--- config.mk ---
export PLATFORM = sky130hd
export DESIGN_NAME = tmp_display_ctrl_flat
export DESIGN_NICKNAME = d
export VERILOG_FILES = /design/src/rtl/tmp_display_ctrl_if.sv /design/src/rtl/tmp_display_ctrl.sv /design/src/flat_wrapper.sv
export SDC_FILE = /design/constraint.sdc
export NUM_CORES = 1
export LEC_CHECK = 0
export CORE_MARGIN = 1.5
export CORE_UTILIZATION = 55
export DETAILED_ROUTE_END_ITERATION = 7
export GPL_ROUTABILITY_DRIVEN = 0
export PLACE_DENSITY = 0.85
export SLEW_MARGIN = 20
export SYNTH_ARGS = -nofsm -noshare
export SYNTH_HDL_FRONTEND = slang
export SYNTH_SLANG_ARGS = --single-unit
--- constraint.sdc ---
create_clock -name clk -period 7.8 [get_ports clk]
set_clock_uncertainty 0.2 [all_clocks]
set_input_delay 1.95 -clock clk [delete_from_list [all_inputs] [get_ports clk]]
set_output_delay 1.95 -clock clk [all_outputs]
set_load 0.01 [all_outputs]
--- src/rtl/tmp_display_ctrl_if.sv ---
// Sample handshake between the sensor reader (master) and the display controller (slave).
interface tmp_display_ctrl_if #(
  parameter int TEMP_W = 13
);
  logic              temp_valid;
  logic [TEMP_W-1:0] temp_raw;
  logic              ready;

  modport master (output temp_valid, output temp_raw, input ready);
  modport slave  (input temp_valid, input temp_raw, output ready);
endinterface

--- src/rtl/tmp_display_ctrl.sv ---
// Temperature display controller: signed fixed-point sample -> sign + 3 BCD digits via
// iterative double-dabble, then colour band selection, per-channel fade and RGB PWM.
module tmp_display_ctrl #(
  parameter int TEMP_W    = 13,
  parameter int FRAC_BITS = 4,
  parameter int PWM_MAX   = 510,
  parameter int FADE_DIV  = 1000
) (
  input  logic                clk,
  input  logic                rst_n,
  tmp_display_ctrl_if.slave   s_if,
  output logic                disp_valid,
  output logic                temp_neg,
  output logic [3:0]          temp_h,
  output logic [3:0]          temp_t,
  output logic [3:0]          temp_u,
  output logic [2:0]          led,
  output logic                dbg_state,
  output logic [23:0]         dbg_target,
  output logic [23:0]         dbg_level
);
  localparam int MAG_W    = TEMP_W - FRAC_BITS;
  localparam int CNT_W    = $clog2(MAG_W + 1);
  localparam int SR_W     = 16 + MAG_W;
  localparam int PWM_W    = $clog2(PWM_MAX + 1);
  localparam int DIV_W    = (FADE_DIV > 1) ? $clog2(FADE_DIV) : 1;
  localparam int DIV_LAST = (FADE_DIV > 0) ? FADE_DIV - 1 : 0;

  typedef enum logic {S_IDLE, S_CONVERT} state_t;

  state_t            state_q, state_d;
  logic [CNT_W-1:0]  iter_q, iter_d;
  logic [SR_W-1:0]   sr_q, sr_d, sr_adj;
  logic [MAG_W-1:0]  mag_q, mag_d, mag_in;
  logic              neg_q, neg_d;
  logic              disp_valid_q, disp_valid_d;
  logic              temp_neg_q, temp_neg_d;
  logic [11:0]       digits_q, digits_d;
  logic [23:0]       target_q, target_d;
  logic [23:0]       level_q, level_d;
  logic [PWM_W-1:0]  pwm_q, pwm_d;
  logic [DIV_W-1:0]  div_q, div_d;
  logic [2:0]        led_q, led_d;
  logic [TEMP_W-1:0] abs_raw;
  logic              tick;

  // Handshake: ready is high exactly in IDLE; a sample transfers on a clock edge where
  // temp_valid && ready. temp_valid while ready is low is dropped, never queued.
  assign s_if.ready = (state_q == S_IDLE);

  assign abs_raw = s_if.temp_raw[TEMP_W-1] ? (TEMP_W'(0) - s_if.temp_raw) : s_if.temp_raw;
  assign mag_in  = MAG_W'(abs_raw >> FRAC_BITS);

  function automatic logic [23:0] band(input logic n, input logic [MAG_W-1:0] m);
    logic [15:0] me;
    me = 16'(m);
    if (n || me <= 16'd10)  return 24'h180DF3;
    else if (me <= 16'd15)  return 24'h15D7EB;
    else if (me <= 16'd20)  return 24'h22DE6E;
    else if (me <= 16'd25)  return 24'h43C739;
    else if (me <= 16'd30)  return 24'hF2C10E;
    else if (me <= 16'd38)  return 24'hE4471C;
    else                    return 24'hFF0000;
  endfunction

  // Add-3 correction on every BCD nibble before the shift.
  always_comb begin
    sr_adj = sr_q;
    for (int i = 0; i < 4; i++) begin
      if (sr_adj[MAG_W + 4*i +: 4] >= 4'd5)
        sr_adj[MAG_W + 4*i +: 4] = sr_adj[MAG_W + 4*i +: 4] + 4'd3;
    end
  end

  always_comb begin
    state_d      = state_q;
    iter_d       = iter_q;
    sr_d         = sr_q;
    mag_d        = mag_q;
    neg_d        = neg_q;
    disp_valid_d = 1'b0;
    temp_neg_d   = temp_neg_q;
    digits_d     = digits_q;
    target_d     = target_q;
    unique case (state_q)
      S_IDLE: begin
        if (s_if.temp_valid) begin
          neg_d   = s_if.temp_raw[TEMP_W-1];
          mag_d   = mag_in;
          sr_d    = {16'd0, mag_in};
          iter_d  = '0;
          state_d = S_CONVERT;
        end
      end
      S_CONVERT: begin
        if (iter_q != CNT_W'(MAG_W)) begin
          sr_d   = sr_adj << 1;
          iter_d = iter_q + CNT_W'(1);
        end else begin
          // A non-zero thousands nibble means the magnitude exceeded 999.
          digits_d     = (sr_q[SR_W-1 -: 4] != 4'd0) ? 12'h999 : sr_q[MAG_W +: 12];
          temp_neg_d   = neg_q;
          target_d     = band(neg_q, mag_q);
          disp_valid_d = 1'b1;
          state_d      = S_IDLE;
        end
      end
      default: state_d = S_IDLE;
    endcase
  end

  always_comb begin
    tick  = (div_q == DIV_W'(DIV_LAST));
    div_d = tick ? '0 : div_q + DIV_W'(1);
    pwm_d = (pwm_q == PWM_W'(PWM_MAX)) ? '0 : pwm_q + PWM_W'(1);
    level_d = level_q;
    if (FADE_DIV == 0) begin
      level_d = target_q;
    end else if (tick) begin
      for (int i = 0; i < 3; i++) begin
        if (level_q[8*i +: 8] < target_q[8*i +: 8])
          level_d[8*i +: 8] = level_q[8*i +: 8] + 8'd1;
        else if (level_q[8*i +: 8] > target_q[8*i +: 8])
          level_d[8*i +: 8] = level_q[8*i +: 8] - 8'd1;
      end
    end
    led_d = 3'b000;
    for (int i = 0; i < 3; i++)
      led_d[i] = (pwm_q < PWM_W'(level_q[8*i +: 8]));
  end

  always_ff @(posedge clk or negedge rst_n) begin
    if (!rst_n) begin
      state_q      <= S_IDLE;
      iter_q       <= '0;
      sr_q         <= '0;
      mag_q        <= '0;
      neg_q        <= 1'b0;
      disp_valid_q <= 1'b0;
      temp_neg_q   <= 1'b0;
      digits_q     <= '0;
      target_q     <= '0;
      level_q      <= '0;
      pwm_q        <= '0;
      div_q        <= '0;
      led_q        <= 3'b000;
    end else begin
      state_q      <= state_d;
      iter_q       <= iter_d;
      sr_q         <= sr_d;
      mag_q        <= mag_d;
      neg_q        <= neg_d;
      disp_valid_q <= disp_valid_d;
      temp_neg_q   <= temp_neg_d;
      digits_q     <= digits_d;
      target_q     <= target_d;
      level_q      <= level_d;
      pwm_q        <= pwm_d;
      div_q        <= div_d;
      led_q        <= led_d;
    end
  end

  assign disp_valid = disp_valid_q;
  assign temp_neg   = temp_neg_q;
  assign temp_h     = digits_q[11:8];
  assign temp_t     = digits_q[7:4];
  assign temp_u     = digits_q[3:0];
  assign led        = led_q;
  assign dbg_state  = (state_q == S_CONVERT);
  assign dbg_target = target_q;
  assign dbg_level  = level_q;
endmodule

--- src/flat_wrapper.sv ---
// flat-port wrapper written by rule: the top's interface ports become plain ports
module tmp_display_ctrl_flat 
#(
  parameter int TEMP_W    = 13,
  parameter int FRAC_BITS = 4,
  parameter int PWM_MAX   = 510,
  parameter int FADE_DIV  = 1000
)
  (clk, rst_n, disp_valid, temp_neg, temp_h, temp_t, temp_u, led, dbg_state, dbg_target, dbg_level, s_if_temp_valid, s_if_temp_raw, s_if_ready);
  tmp_display_ctrl_if #(.TEMP_W(TEMP_W)) s_if_i ();
  input  logic clk;
  input  logic rst_n;
  output logic disp_valid;
  output logic temp_neg;
  output logic [3:0] temp_h;
  output logic [3:0] temp_t;
  output logic [3:0] temp_u;
  output logic [2:0] led;
  output logic dbg_state;
  output logic [23:0] dbg_target;
  output logic [23:0] dbg_level;
  input wire logic [$bits(s_if_i.temp_valid)-1:0] s_if_temp_valid;
  input wire logic [$bits(s_if_i.temp_raw)-1:0] s_if_temp_raw;
  output wire logic [$bits(s_if_i.ready)-1:0] s_if_ready;
  assign s_if_i.temp_valid = s_if_temp_valid;
  assign s_if_i.temp_raw = s_if_temp_raw;
  assign s_if_ready = s_if_i.ready;
  tmp_display_ctrl #(.TEMP_W(TEMP_W), .FRAC_BITS(FRAC_BITS), .PWM_MAX(PWM_MAX), .FADE_DIV(FADE_DIV)) u_core (.clk(clk), .rst_n(rst_n), .s_if(s_if_i), .disp_valid(disp_valid), .temp_neg(temp_neg), .temp_h(temp_h), .temp_t(temp_t), .temp_u(temp_u), .led(led), .dbg_state(dbg_state), .dbg_target(dbg_target), .dbg_level(dbg_level));
endmodule
[Word level (Yosys, flattened, before mapping)]
Index checks and enable logic that the tools add are counted.
Storage, ports and cells
  flip-flop bits (word level): 124
  latch bits: 0
  RAM bits: 0
  ROM bits: 0
  input bits: 16
  output and inout bits: 67
  logic and storage cells: 97
  memories kept: 0
Cells by class
  $add $sub $neg: 14
  multipliers: 0
  div/mod/pow operators: 0
  magnitude comparators: 19
  equality and inequality tests: 5
  shift-type cells: 0
  mux-type cells: 31
  bitwise logic cells: 2
  reduce and logical (&&, ||, !) cells: 11
Operator list (count)
  24-bit 2-to-1 mux: 5
  25-bit 2-to-1 mux: 2
  25-bit one-hot mux with 2 select lines: 1
  8-bit 2-to-1 mux: 6
  9-bit by 5-bit less-or-equal comparator with 1-bit output, second input constant: 3
  9-bit by 8-bit < comparator with 1-bit output: 3
  8-bit by 1-bit adder with 8-bit output, second input constant: 3
  8-bit greater-than comparator: 3
  8-bit < comparator: 3
  8-bit by 1-bit subtractor with 8-bit output, second input constant: 3
  21-bit 2-to-1 mux: 1
  4-bit 2-to-1 mux: 5
  9-bit by 4-bit less-or-equal comparator with 1-bit output, second input constant: 2
  4-bit by 3-bit greater-or-equal comparator with 1-bit output, second input constant: 4
  13-bit 2-to-1 mux: 1
  1-bit by 13-bit subtractor with 13-bit output, first input constant: 1
  4-bit by 2-bit adder with 4-bit output, second input constant: 3
  12-bit 2-to-1 mux: 1
  2-bit AND reduction: 6
  10-bit by 1-bit adder with 10-bit output, second input constant: 1
  10-bit == test, second input constant: 1
  10-bit 2-to-1 mux: 1
  9-bit by 1-bit adder with 9-bit output, second input constant: 1
  9-bit == test, second input constant: 1
  other kinds (14): 21

[Longest topological paths before layout]
Gate-level depths: netlist of run 1.
  depth after elaboration: 7
  mapped depth: 13
  gate-level depth less buffers: 13

[Least setup slack after synthesis of run 1]
No wires, ideal clock.
  path kind: input to register
  start point: input port s_if_temp_raw[3]
  end point: register u_core.sr_q[7]
  setup time: 0.138 ns
  arrival: 3.647 ns
  data required time: 7.462 ns
  path slack: 3.815 ns
  cell stages on the path: 6
  path buffers: 0
  cells stage by stage: or4_4 > or3_4 > or3_4 > o21ai_2 > xor2_1 > o221ai_1
Between the ends
  cells in the longest elaborated chain, start to end: 4
RTL lines
  start: declaration: RTL line flat_wrapper.sv:23  | input wire logic [$bits(s_if_i.temp_raw)-1:0] s_if_temp_raw;
  1-bit by 13-bit subtractor with 13-bit output: RTL line tmp_display_ctrl.sv:51  | assign abs_raw = s_if.temp_raw[TEMP_W-1] ? (TEMP_W'(0) - s_if.temp_raw) : s_if.temp_raw;
  13-bit 2-to-1 mux: RTL line tmp_display_ctrl.sv:51
  25-bit 2-to-1 mux: RTL line tmp_display_ctrl.sv:87  | if (s_if.temp_valid) begin
  25-bit one-hot mux with 2 select lines: RTL line tmp_display_ctrl.sv:85  | unique case (state_q)
  end signal: assignment: RTL line tmp_display_ctrl.sv:150  | sr_q <= sr_d;
  end: declaration: RTL line tmp_display_ctrl.sv:33  | logic [SR_W-1:0] sr_q, sr_d, sr_adj;
Every way passes these cells. The select of a mux whose other input is x is not followed.
A chain may end at the register's enable or synchronous reset.

[Worst setup path after layout of run 1]
Same ends and word-level chain as after synthesis.

==> results.cfg, run 1 <==
[status]
status = completed

[routing]
via_per_inst = 5.76
dr.first_iter.drc_count = 507
wl_met3_microns = 966
first_pass_iters = 5
route.detailed.drc = 0
num_vias = 5950
wl_microns = 16700
post_drt_wl_per_cell_microns = 16.2
highest_layer = met4
wl_met1_microns = 7300
ant_nets = 0
wl_met2_microns = 8060

[clock_network]
cts_num_sinks = 122
post-cts-setup-buffers = 0
clk_root_buffer_cell = clkbuf_16
cts_htree_levels = 4
cts_resized = 0
cts_hold_buffers = 0
cts_tree = done
clk_pin_slew_ns = 0.05
numCtsBuffers = 17
clk_path_buf_depth = 2
clkLatencyLatePin_ns = 0.42

[synth]
synth_cell_type_count = 57
synthArstFlopShare_pct = 100
ys_seq_area_share_pct = 42.0
syn_area_sq_um = 7280
ys.warnings.count = 0
ys.flop_type = dfrtp_1
synth-edff-count = 0
syn_avg_cell_area_sq_um = 9.36
synth_cells = 777
synthesis.nets = 872
ys_seq_elements = 122

[sta]
fmax_mhz = 247
slew_viol_final = 0
setup_viol = 0
rsz0062_at_grt = no
fin_crit_ns = 4.04
fin_hold_ws_ns = 0.267
final_hold_viol_count = 0
setup_tns_ns = 0
worst_pin_slew_ns = 1.04
timing.slew.headroom_pct = 29.6
fin_crit_sh_pct = 51.8

[critical_path]
r2r-start = u_core.dbg_level[1]$_DFFE_PN0P_
critPathRequiredTime_ns = 7.88
cpLargestDelayFamily = simple AND/OR/NAND/NOR gates
reg2reg_depth = 12
critPathSlowestCell = or4_4
worstPathCellList = clkdlybuf4s50_1, or4_4, or3_4, or3_4, o21ai_2, xor2_1, o221ai_1
max_stage_delay_ns = 0.54
crit_top_cell = or3_4
rr_endpoint = u_core.dbg_level[6]$_DFFE_PN0P_
path_class = input port to flip-flop
cp.arrival_ns = 4.12
r2r_slack_ns = 4.25
end_kind = flip-flop
worst-path-buf-inv = 1
worstPathMaxFanout = 5
start_kind = input port

[floorplan]
die_w_microns = 118
io_pins = 83
core_area_sq_um = 12800
fp-row-count = 41
initial_core_util_pct = 57.0
fp.dieH_microns = 118
die-area_sq_um = 13900

[global_route]
grt_pass1_vias = 5924
grt_use_total_pct = 25.8
grt_pass1_wl_microns = 28700
antenna_found_initial = 0
overflow = 0
grt_max_degree = 70

[power]
p_leak_nw = 4.22
ir_drop_v = 0.000189
power_density_nw_per_um2 = 320

[final_layout]
diodes = 0
fillers = 923
multiInputGateArea_sq_um = 3910
utilization_pct = 69.5
regArea_sq_um = 3050
area_growth_pct = 22.0
fin_nets = 944
layout-drive-gt1-share_pct = 5.57

[placement]
numPortBuffers = 81
dp.final_hpwl_microns = 11700

[flow_run]
maxCapViolations = 0

[hold_path]
min_to = u_core.digits_q[11]$_DFFE_PN0P_
holdCritStartpoint = u_core.digits_q[11]$_DFFE_PN0P_
worstHoldPathCells = 2
hp-class = flip-flop to flip-flop
-- area by class of cell --
| cell class | count | share of cell area, % |
|---|---|---|
| Clock buffer | 25 | 5.69 |
| Sequential cell | 122 | 34.4 |
| Tap cell | 172 | 2.42 |
| Multi-Input combinational cell | 566 | 44.0 |
| Inverter | 60 | 2.54 |
| Timing Repair Buffer | 82 | 9.19 |
| Clock inverter | 6 | 1.78 |
-- sequential cells by signal, summed over array words and instances, names as in the netlist --
signal / flops
u_core.dbg_level: 24
u_core.dbg_state: 1
u_core.dbg_target: 22
u_core.digits_q: 12
u_core.disp_valid: 1
u_core.div_q: 10
u_core.iter_q: 4
u_core.led: 3
u_core.mag_q: 9
u_core.neg_q: 1
u_core.pwm_q: 9
u_core.sr_q: 25
u_core.temp_neg: 1
-- worst max path at each step --
stage / end / depth (start not counted) / from
finish: u_core.sr_q[7]$_DFFE_PN0P_ / 7 / s_if_temp_raw[3]
detailed placement: u_core.mag_q[7]$_DFFE_PN0P_ / 7 / s_if_temp_raw[3]
global placement: u_core.sr_q[7]$_DFFE_PN0P_ / 7 / s_if_temp_raw[3]
global route: u_core.mag_q[7]$_DFFE_PN0P_ / 7 / s_if_temp_raw[3]
floorplan: u_core.sr_q[7]$_DFFE_PN0P_ / 6 / s_if_temp_raw[3]
CTS: u_core.sr_q[7]$_DFFE_PN0P_ / 7 / s_if_temp_raw[3]
-- kinds of logic after synthesis --
logic type | Yosys count | share of synthesized area [%]
AOI/OAI and AO/OA | 209 | 18.1
and+or+nand+nor | 216 | 13.7
muxes | 10 | 1.48
other | 1 | 0.0515
buffers and inverters | 89 | 4.69
xor gates and xnor gates | 50 | 6.02
adders and majority gates | 80 | 14.0
DFF | 122 | 42.0
-- cell usage in the layout (no fill, tap or decap), types with 5 or more instances in the layout --
cell type,instances
a21o_1,16
a21oi_1,53
a31oi_1,6
bufinv_16,5
clkbuf_16,17
clkbuf_8,5
clkdlybuf4s50_1,80
dfrtp_1,122
ha_1,76
inv_1,59
mux2_2,6
nand2_1,86
nand2b_1,7
nand3_1,27
nand4_1,5
nor2_1,56
nor2b_1,5
o21a_1,10
o21ai_0,63
o22ai_1,5
o31ai_1,13
or3_1,9
xnor2_1,25
xor2_1,25
-- tightest hold or removal path: cells and delay by family, from the launching register on --
family	cells	cell delay, ns
and+or+nand+nor	2	0.10
DFF	1	0.34
-- per-layer routing --
layer / vias up / global-route usage (%)
li1: 2870 / -
met1: 2848 / 33.8
met2: 201 / 41.3
met3: 31 / 6.49
met4: 0 / 9.76
met5: - / 0
-- cell usage after synthesis (5+ instances only) --
| library cell | n | area [sq um] |
|---|---|---|
| ha_1 | 76 | 951 |
| nand4_1 | 5 | 31.3 |
| inv_1 | 59 | 221 |
| xor2_1 | 25 | 219 |
| clkbuf_1 | 24 | 90.1 |
| a31oi_1 | 6 | 37.5 |
| nand2_1 | 86 | 323 |
| a21o_1 | 16 | 120 |
| dfrtp_1 | 122 | 3050 |
| mux2_2 | 6 | 67.6 |
| o31ai_1 | 13 | 97.6 |
| o21a_1 | 10 | 75.1 |
| nor2b_1 | 5 | 31.3 |
| nand2b_1 | 7 | 43.8 |
| o21ai_0 | 63 | 315 |
| nor2_1 | 56 | 210 |
| xnor2_1 | 25 | 219 |
| o22ai_1 | 5 | 31.3 |
| a21oi_1 | 53 | 265 |
| or3_1 | 9 | 56.3 |
| nand3_1 | 27 | 135 |
-- per-stage QoR --
step	cells	area, sq um	setup WS (ns)	total power, W
3_5_place_dp	1002	8210	3.32	0.00195
5_1_grt	1033	8880	3.62	0.00303
3_3_place_gp	1002	8210	3.35	0.00191
6_report	1033	8880	3.76	0.00284
2_1_floorplan	777	7280	3.81	0.00157
4_1_cts	1033	8870	3.77	0.00284
-- power by group --
part / internal (W) / switching (W) / leakage, nW
clock network: 0.000608 / 0.000269 / 0.320
logic: 0.000429 / 0.000551 / 2.34
registers: 0.000806 / 0.000176 / 1.56
Power figures use the tool's default switching activity.
==> inputs of run 2 (changes only) <==
==> constraint.sdc (replaced) <==
create_clock -name clk -period 3.9 [get_ports clk]
set_clock_uncertainty 0.2 [all_clocks]
set_input_delay 0.975 -clock clk [delete_from_list [all_inputs] [get_ports clk]]
set_output_delay 0.975 -clock clk [all_outputs]
set_load 0.01 [all_outputs]
==> run 2 against run 1 <==
Net effect:
- via count is 0.57% higher
- utilization is 0.26 points higher
- non-clock buffer count is 10 higher
- setup slack worse by 3.3 ns
- final area is 0.38% higher
- worst hold slack worse by 0.0076 ns
- critical path depth is 5 higher
- global-route usage is 0.38 points higher
- first-iteration DRC count is 7.9% lower
==> results.cfg, run 2 (same netlist as run 1, synthesis figures left out) <==
[critical_path]
cpLargestDelayFamily = compound AO/OA/AOI/OAI gates
rr_endpoint = u_core.dbg_level[6]$_DFFE_PN0P_
path_class = flip-flop to flip-flop
r2r_slack_ns = 0.42
critPathSlowestCell = dfrtp_1
max_stage_delay_ns = 0.45
r2r-start = u_core.dbg_level[1]$_DFFE_PN0P_
critPathRequiredTime_ns = 4.01
reg2reg_depth = 12
start_kind = flip-flop
cp.arrival_ns = 3.58
worstPathMaxFanout = 7
worstPathCellList = ha_1, nor2b_1, o211a_1, o21a_1, or2_2, fa_1, a21o_1, a21oi_1, o21bai_1, a21oi_1, xnor2_1, mux2_2
end_kind = flip-flop
worst-path-buf-inv = 0
crit_top_cell = a21oi_1

[final_layout]
layout_common_cells = dfrtp_1 (122), nand2_1 (86), clkdlybuf4s50_1 (80), ha_1 (76), o21ai_0 (63)
final_common_cell = dfrtp_1
fin_nets = 954
largest_reg_flops = 25
utilization_pct = 69.8
design_area_sq_um = 8910
final_cell_count_no_fill = 1044
area_growth_pct = 22.5
layout-drive-gt1-share_pct = 7.11
diodes = 0
regMostFlops = u_core.sr_q

[clock_network]
cts_num_sinks = 122
numCtsBuffers = 17
clkLatencyLatePin_ns = 0.43
post-cts-setup-buffers = 0
clk_root_buffer_cell = clkbuf_16
cts_tree = done
clk_pin_slew_ns = 0.06
cts_resized = 0
cts_hold_buffers = 0
clk_path_buf_depth = 2
cts_htree_levels = 4

[floorplan]
fp.dieH_microns = 118
initial_core_util_pct = 57.0
die_w_microns = 118
io_pins = 83
die-area_sq_um = 13900
fp-row-count = 41
core_area_sq_um = 12800

[global_route]
antenna_found_initial = 0
grt_pass1_vias = 5839
grt_use_total_pct = 26.1
overflow = 0
grt_pass1_wl_microns = 28900
grt_max_degree = 60

[hold_path]
min_to = u_core.div_q[0]$_DFF_PN0_
hp-class = flip-flop to flip-flop
holdCritStartpoint = u_core.div_q[0]$_DFF_PN0_
worstHoldPathCells = 1

[placement]
place_area_sq_um = 8280
numPortBuffers = 81
place_inst = 1012
dp.final_hpwl_microns = 12200

[power]
p_leak_nw = 4.26
power_density_nw_per_um2 = 628
ir_drop_v = 0.000397

[sta]
timing.slew.headroom_pct = 32.3
setup_viol = 0
worst_pin_slew_ns = 1.01
final_hold_viol_count = 0
rsz0062_at_grt = no
fin_crit_sh_pct = 89.2
fmax_mhz = 288
setup_tns_ns = 0
fin_crit_ns = 3.48
slew_viol_final = 0

[routing]
wl_microns = 17100
num_vias = 5984
route.detailed.drc = 0
first_pass_iters = 5
via_per_inst = 5.73
ant_nets = 0
dr.first_iter.drc_count = 467
post_drt_wl_per_cell_microns = 16.3

[status]
status = completed

[flow_run]
maxCapViolations = 0
run 2: worst max path at each step:
stage	startpoint	depth (start not counted)	end	slack, ns
floorplan	u_core.dbg_level[17]$_DFFE_PN0P_	12	u_core.dbg_level[22]$_DFFE_PN0P_	0.63
global placement	s_if_temp_raw[3]	7	u_core.sr_q[7]$_DFFE_PN0P_	0.43
detailed placement	s_if_temp_raw[3]	7	u_core.sr_q[7]$_DFFE_PN0P_	0.38
CTS	u_core.dbg_level[1]$_DFFE_PN0P_	12	u_core.dbg_level[6]$_DFFE_PN0P_	0.43
global route	u_core.dbg_level[1]$_DFFE_PN0P_	12	u_core.dbg_level[6]$_DFFE_PN0P_	0.22
finish	u_core.dbg_level[1]$_DFFE_PN0P_	12	u_core.dbg_level[6]$_DFFE_PN0P_	0.42
run 2: area by class of cell:
class                   count  area (sq um)
clock buffers              18           439
well taps                 172           215
fillers                   915          3860
flip-flops and latches    122          3050
multi-input cells         566          3900
clock inverters            14           194
inverters                  60           225
repair buffers             92           891
run 2: worst reg2reg max path: cells and delay by family (launching register included):
| family | cells | cell delay [ns] |
|---|---|---|
| xor+xnor | 1 | 0.08 |
| fa+ha+maj | 2 | 0.76 |
| compound gates | 6 | 1.10 |
| flops | 1 | 0.45 |
| mux | 1 | 0.27 |
| simple gates | 2 | 0.51 |
run 2: through the flow:
stage	power, W	worst slack (ns)	hold slack (ns)
CTS	0.00561	0.431	0.265
global route	0.00597	0.219	0.279
detailed placement	0.00391	0.375	0.258
finish	0.00560	0.423	0.260
global placement	0.00383	0.433	0.250
floorplan	0.00315	0.633	0.233
run 2: metal layers:
| layer | part of all wire (%) | wire length, microns | vias up | GRT usage [%] |
|---|---|---|---|---|
| li1 | - | - | 2885 | - |
| met1 | 45 | 7610 | 2902 | 34.3 |
| met2 | 48 | 8230 | 171 | 42.0 |
| met3 | 5.1 | 878 | 26 | 6.88 |
| met4 | 2.0 | 346 | 0 | 9.22 |
| met5 | 0 | 0 | - | 0 |
run 2: power breakdown:
| part | total, W | leakage, nW | internal, W | switching, W |
|---|---|---|---|---|
| combinational | 0.00197 | 2.39 | 0.000871 | 0.00110 |
| sequential | 0.00195 | 1.56 | 0.00161 | 0.000338 |
| clock | 0.00168 | 0.307 | 0.00109 | 0.000592 |
| total | 0.00560 | 4.26 | 0.00357 | 0.00203 |
==> edit 1: new RTL, settings of run 2 <==
`TEMP_W` is set to 13 in 3 places; all go to 17.
--- a/src/rtl/tmp_display_ctrl_if.sv
+++ b/src/rtl/tmp_display_ctrl_if.sv
@@ -2,3 +2,3 @@
 interface tmp_display_ctrl_if #(
-  parameter int TEMP_W = 13
+  parameter int TEMP_W = 17
 );
--- a/src/rtl/tmp_display_ctrl.sv
+++ b/src/rtl/tmp_display_ctrl.sv
@@ -3,3 +3,3 @@
 module tmp_display_ctrl #(
-  parameter int TEMP_W    = 13,
+  parameter int TEMP_W    = 17,
   parameter int FRAC_BITS = 4,
--- a/src/flat_wrapper.sv
+++ b/src/flat_wrapper.sv
@@ -3,3 +3,3 @@
 #(
-  parameter int TEMP_W    = 13,
+  parameter int TEMP_W    = 17,
   parameter int FRAC_BITS = 4,
Interface: changed (resized s_if_temp_raw); port bits go from 83 to 87. The function was not compared with the original's and may differ.
==> edit 1 against run 2 <==
Worst setup slack improved by 0.14 ns. Via count increased by 4.9%. Routed wire length increased by 5.5%. Maximum frequency increased by 4.3%. Non-clock buffer count increased by 1. Sequential cell count increased by 8. Area after synthesis increased by 5.4%. Total power increased by 5.3%. Global-route usage about the same. Core utilization decreased by 0.28 points. Cell area increased by 4.5%. Largest power group unchanged. Highest routed layer unchanged.
==> edit 1: results (changes against run 2) <==
global_routing:
  grt_pass1_vias: 6140  # was 5839
  grt_pass1_wl_microns: 29820  # was 28940 microns
  groute.usage.overall: 0.2620  # was 0.2615
  grt_max_degree: 78  # was 60
synthesis:
  synth-edff-count: 0  # unchanged
  synth.area.top_cells: "dfrtp_1 42%, ha_1 12%, o21ai_0 5.3%"  # was dfrtp_1 42%, ha_1 13%, nand2_1 4.4%
  synthTopCellsByCount: "130 x dfrtp_1, 88 x nand2_1, 81 x o21ai_0"  # was 122 x dfrtp_1, 86 x nand2_1, 76 x ha_1
  yosysSeqAreaShare: 0.4241  # was 0.4196
  netlist_instances: 819  # was 777
  syn_nets: 918  # was 872
  yosys.cell_types.count: 59  # was 57
  yosys.area.top_type: "dfrtp_1"  # unchanged
final_layout:
  drive_gt1_frac: 0.06769  # was 0.07110
  fin_nets: 1002  # was 954
  largest_reg_flops: 29  # was 25
  top_register: "u_core.sr_q"  # unchanged
  instances_no_fill: 1092  # was 1044
worst_setup_path:
  timing.rr.start: "u_core.dbg_level[9]$_DFFE_PN0P_"  # was u_core.dbg_level[1]$_DFFE_PN0P_
  critPathLaunchType: "register"  # unchanged
  critPathArrivalTime_ns: 3.44  # was 3.58 ns
clock_network:
  clockBufferDepth: 2  # unchanged
  insertion_delay_ns: 0.43  # about the same
  post-cts-setup-buffer-count: 0  # unchanged
  root_buffer: "clkbuf_16"  # unchanged
  path_clk_slew_ns: 0.06  # about the same
power:
  ir_drop_mv: 0.4172  # was 0.3966 mV
  power_leakage_nw: 4.322  # was 4.257 nW
placed_design:
  place_hpwl_microns: 12720  # was 12240 microns
  io_buffers: 85  # was 81
  dpl_cell_area_sq_mm: 0.008690  # was 0.008280 sq mm
  pre_cts_slack_ns: 0.4918  # was 0.3753 ns
detailed_routing:
  drtIter0Drc: 383  # was 467
  vias_per_cell: 5.751  # was 5.732
  avgRoutedWirePerCell_microns: 16.48  # was 16.35 microns
min_path:
  hold_path_class: "register to register"  # unchanged
  min-delay-start: "u_core.digits_q[7]$_DFFE_PN0P_"  # was u_core.div_q[0]$_DFF_PN0_
run_status:
  status: "finished, final reports clean"  # unchanged
timing:
  slew_headroom: 0.3438  # was 0.3228
edit 1: cell types whose count changed in the layout (fill, tap and decap cells not counted), sizes merged, moves of 5 or more:
cell,before,now
xor2,25,32
a21oi,53,47
dfrtp,122,130
or3,11,4
inv,62,68
o21ai,65,81
nand2b,7,12
edit 1: tightest hold or removal path, cell delays in order, from the launching register on:
cell     delay, ns
dfrtp_1       0.34
nand2_1       0.05
nand2_1       0.04
edit 1: layer usage:
metal	wire, microns	global-route usage
met1	7689	0.3224
met4	470	0.1103
met3	828	0.05122
met5	0	0
met2	9012	0.4499
edit 1: kinds of logic after synthesis:
group / Yosys count / share of synthesized area
AOI/OAI and AO/OA: 216 / 0.1750
xor gates and xnor gates: 55 / 0.06281
adders and majority gates: 80 / 0.1331
buffers and inverters: 97 / 0.04959
DFF: 130 / 0.4241
muxes: 8 / 0.01158
other: 1 / 0.0004889
and+or+nand+nor: 232 / 0.1432
edit 1: layout make-up:
class,count,area (sq um)
Sequential cell,130,3253
Inverter,69,259.0
Tap cell,176,220.2
Clock inverter,11,153.9
Fill cell,990,4086
Timing Repair Buffer,93,920.9
Clock buffer,21,470.5
Multi-Input combinational cell,592,4036
edit 1: power breakdown:
part / internal [mW] / switching (mW) / leakage [nW]
Clock: 1.06 / 0.608 / 0.299
Sequential: 1.74 / 0.361 / 1.67
Combinational: 0.981 / 1.15 / 2.35
edit 1: final timing paths:
check                                              endpoint  slack [ns]  cells after the start
min in group asynchronous  u_core.dbg_level[14]$_DFFE_PN0P_        0.39                      1
min reg2reg                  u_core.digits_q[7]$_DFFE_PN0P_        0.27                      2
max                        u_core.dbg_level[15]$_DFFE_PN0P_        0.57                     12
min                          u_core.digits_q[7]$_DFFE_PN0P_        0.27                      2
max in group asynchronous    u_core.digits_q[3]$_DFFE_PN0P_        2.27                      2
max reg2reg                u_core.dbg_level[15]$_DFFE_PN0P_        0.57                     12
edit 1: per-stage QoR:
step,hold WS [ns],power [mW],utilization
after detailed placement,0.2599,4.201,0.6485
after global routing,0.2941,6.263,0.6951
after CTS,0.2732,5.914,0.6951
final,0.2667,5.894,0.6951
after floorplan,0.2329,3.402,-
after global placement,0.2534,4.124,0.6485
==> edit 2: new RTL, flow settings as in run 2 <==
Made on the original files. Register the output `dbg_target` once more; this adds one clock of latency there. The other outputs are not delayed to match.
--- a/src/rtl/tmp_display_ctrl.sv
+++ b/src/rtl/tmp_display_ctrl.sv
@@ -170,3 +170,5 @@
   assign dbg_state  = (state_q == S_CONVERT);
-  assign dbg_target = target_q;
+  always_ff @(posedge clk) begin
+    dbg_target <= target_q;
+  end
   assign dbg_level  = level_q;
Function: no difference found for any inputs over 10 cycles, from zero or initial values and one cycle with rst_n low; that may be too few to reach the edited logic, so the function may still have changed.
==> edit 2 against run 2 <==
Area after synthesis increased by 5.6%. Global-route usage decreased by 1.5 points. Worst setup slack worse by 0.0061 ns. Sequential cell count increased by 22. Routed wire length down 0.87%. Total power up 3.5%. Maximum frequency is 0.17% lower. Non-clock buffer count down 3. Cell area is 3.4% higher. Core utilization fell by 1.3 points. Critical path type unchanged.
==> edit 2: results (changes against run 2) <==
run_status:
  status: "finished, final reports clean"  # unchanged
final_layout:
  drive_gt1_frac: 0.06166  # was 0.07110
  fin_nets: 975  # was 954
  top_register: "u_core.sr_q"  # unchanged
  n_fill_cell: 1061  # was 915
  utilization: 0.6848  # was 0.6978
worst_setup_path:
  crit_slowest_cell: "dfrtp_1"  # unchanged
  critPathArrivalTime_ns: 3.59  # was 3.58 ns
  path_delay_family: "compound AO/OA/AOI/OAI gates"  # unchanged
  reg2reg_to: "u_core.dbg_level[6]$_DFFE_PN0P_"  # unchanged
  worstPathMaxFanout: 7  # unchanged
  max_stage_delay_ns: 0.47  # was 0.45 ns
min_path:
  holdPathEnd: "u_core.dbg_target[18]$_DFF_P_"  # was u_core.div_q[0]$_DFF_PN0_
  whs_path_depth: 0  # was 1
  min-delay-start: "u_core.target_q[18]$_DFFE_PN0P_"  # was u_core.div_q[0]$_DFF_PN0_
synthesis:
  synthTopCellsByCount: "122 x dfrtp_1, 90 x nand2_1, 77 x ha_1"  # was 122 x dfrtp_1, 86 x nand2_1, 76 x ha_1
  synth_xor_area_frac: 0.05702  # was 0.06019
  yosys.cell_types.count: 58  # was 57
  yosysSeqAreaShare: 0.4549  # was 0.4196
  yosys_warnings: 0  # unchanged
  synth.area.top_cells: "dfrtp_1 40%, ha_1 13%, dfxtp_1 5.7%"  # was dfrtp_1 42%, ha_1 13%, nand2_1 4.4%
  synth-compound-area-share: 0.1645  # was 0.1807
  syn_nets: 896  # was 872
  netlist_instances: 800  # was 777
  synthMuxAreaShare: 0.01010  # was 0.01479
  synthArstFlopShare: 0.8472  # was 1.000
  synthAdderAreaFrac: 0.1346  # was 0.1403
placed_design:
  dpl_cell_area_sq_mm: 0.008680  # was 0.008280 sq mm
  io_buffers: 81  # unchanged
  place_hpwl_microns: 12020  # was 12240 microns
  pre_cts_slack_ns: 0.1870  # was 0.3753 ns
  place_inst: 1036  # was 1012
clock_network:
  root_buffer: "clkbuf_16"  # unchanged
  cts_resized: 0  # unchanged
  post-cts-setup-buffer-count: 0  # unchanged
  path_clk_slew_ns: 0.06  # about the same
  clockBufferDepth: 2  # unchanged
  cts_made_buffers: 17  # unchanged
global_routing:
  grt_max_degree: 77  # was 60
  grt_pass1_vias: 5862  # was 5839
  antenna_found_initial: 0  # unchanged
  groute.usage.overall: 0.2469  # was 0.2615
  grt_pass1_wl_microns: 28320  # was 28940 microns
timing:
  tightest_slew_ns: 1.008  # was 1.013 ns
  setup-tns-final_ns: 0  # unchanged
  holdWs_ns: 0.1640  # was 0.2597 ns
  fmax_mhz: 287.1  # was 287.6 MHz
detailed_routing:
  first_pass_iters: 5  # unchanged
  vias: 6113  # was 5984
  drtIter0Drc: 472  # was 467
  vias_per_cell: 5.724  # was 5.732
  drt_wl_total_microns: 16920  # was 17070 microns
power:
  power_leakage_nw: 4.346  # was 4.257 nW
  ir_drop_mv: 0.4030  # was 0.3966 mV
edit 2: layout make-up:
type,instances,area share
timing repair buffer,89,0.09561
sequential,144,0.3792
multi-input combinational,566,0.4186
clock inverter,5,0.003260
tap,176,0.02390
clock buffer,27,0.05460
inverter,61,0.02485
edit 2: power by group:
part | internal (mW) | total, mW | leakage, nW | switching [mW]
sequential | 1.96 | 2.33 | 1.75 | 0.377
combinational | 0.894 | 1.99 | 2.34 | 1.10
clock | 0.876 | 1.47 | 0.257 | 0.590
edit 2: logic make-up after synthesis:
kind of cell,after synthesis
AND/OR/NAND/NOR,225
AO/OA/AOI/OAI,202
flip-flops,144
buffers and inverters,90
adder cells (fa/ha/maj),81
XOR/XNOR,50
multiplexers,7
other,1
edit 2: layer usage:
layer / track usage / routed length, microns / vias up
met5: 0 / 0 / -
met4: 0.1118 / 556 / 0
met3: 0.04981 / 693 / 46
met2: 0.3956 / 8049 / 172
met1: 0.3247 / 7619 / 2964
li1: - / - / 2931
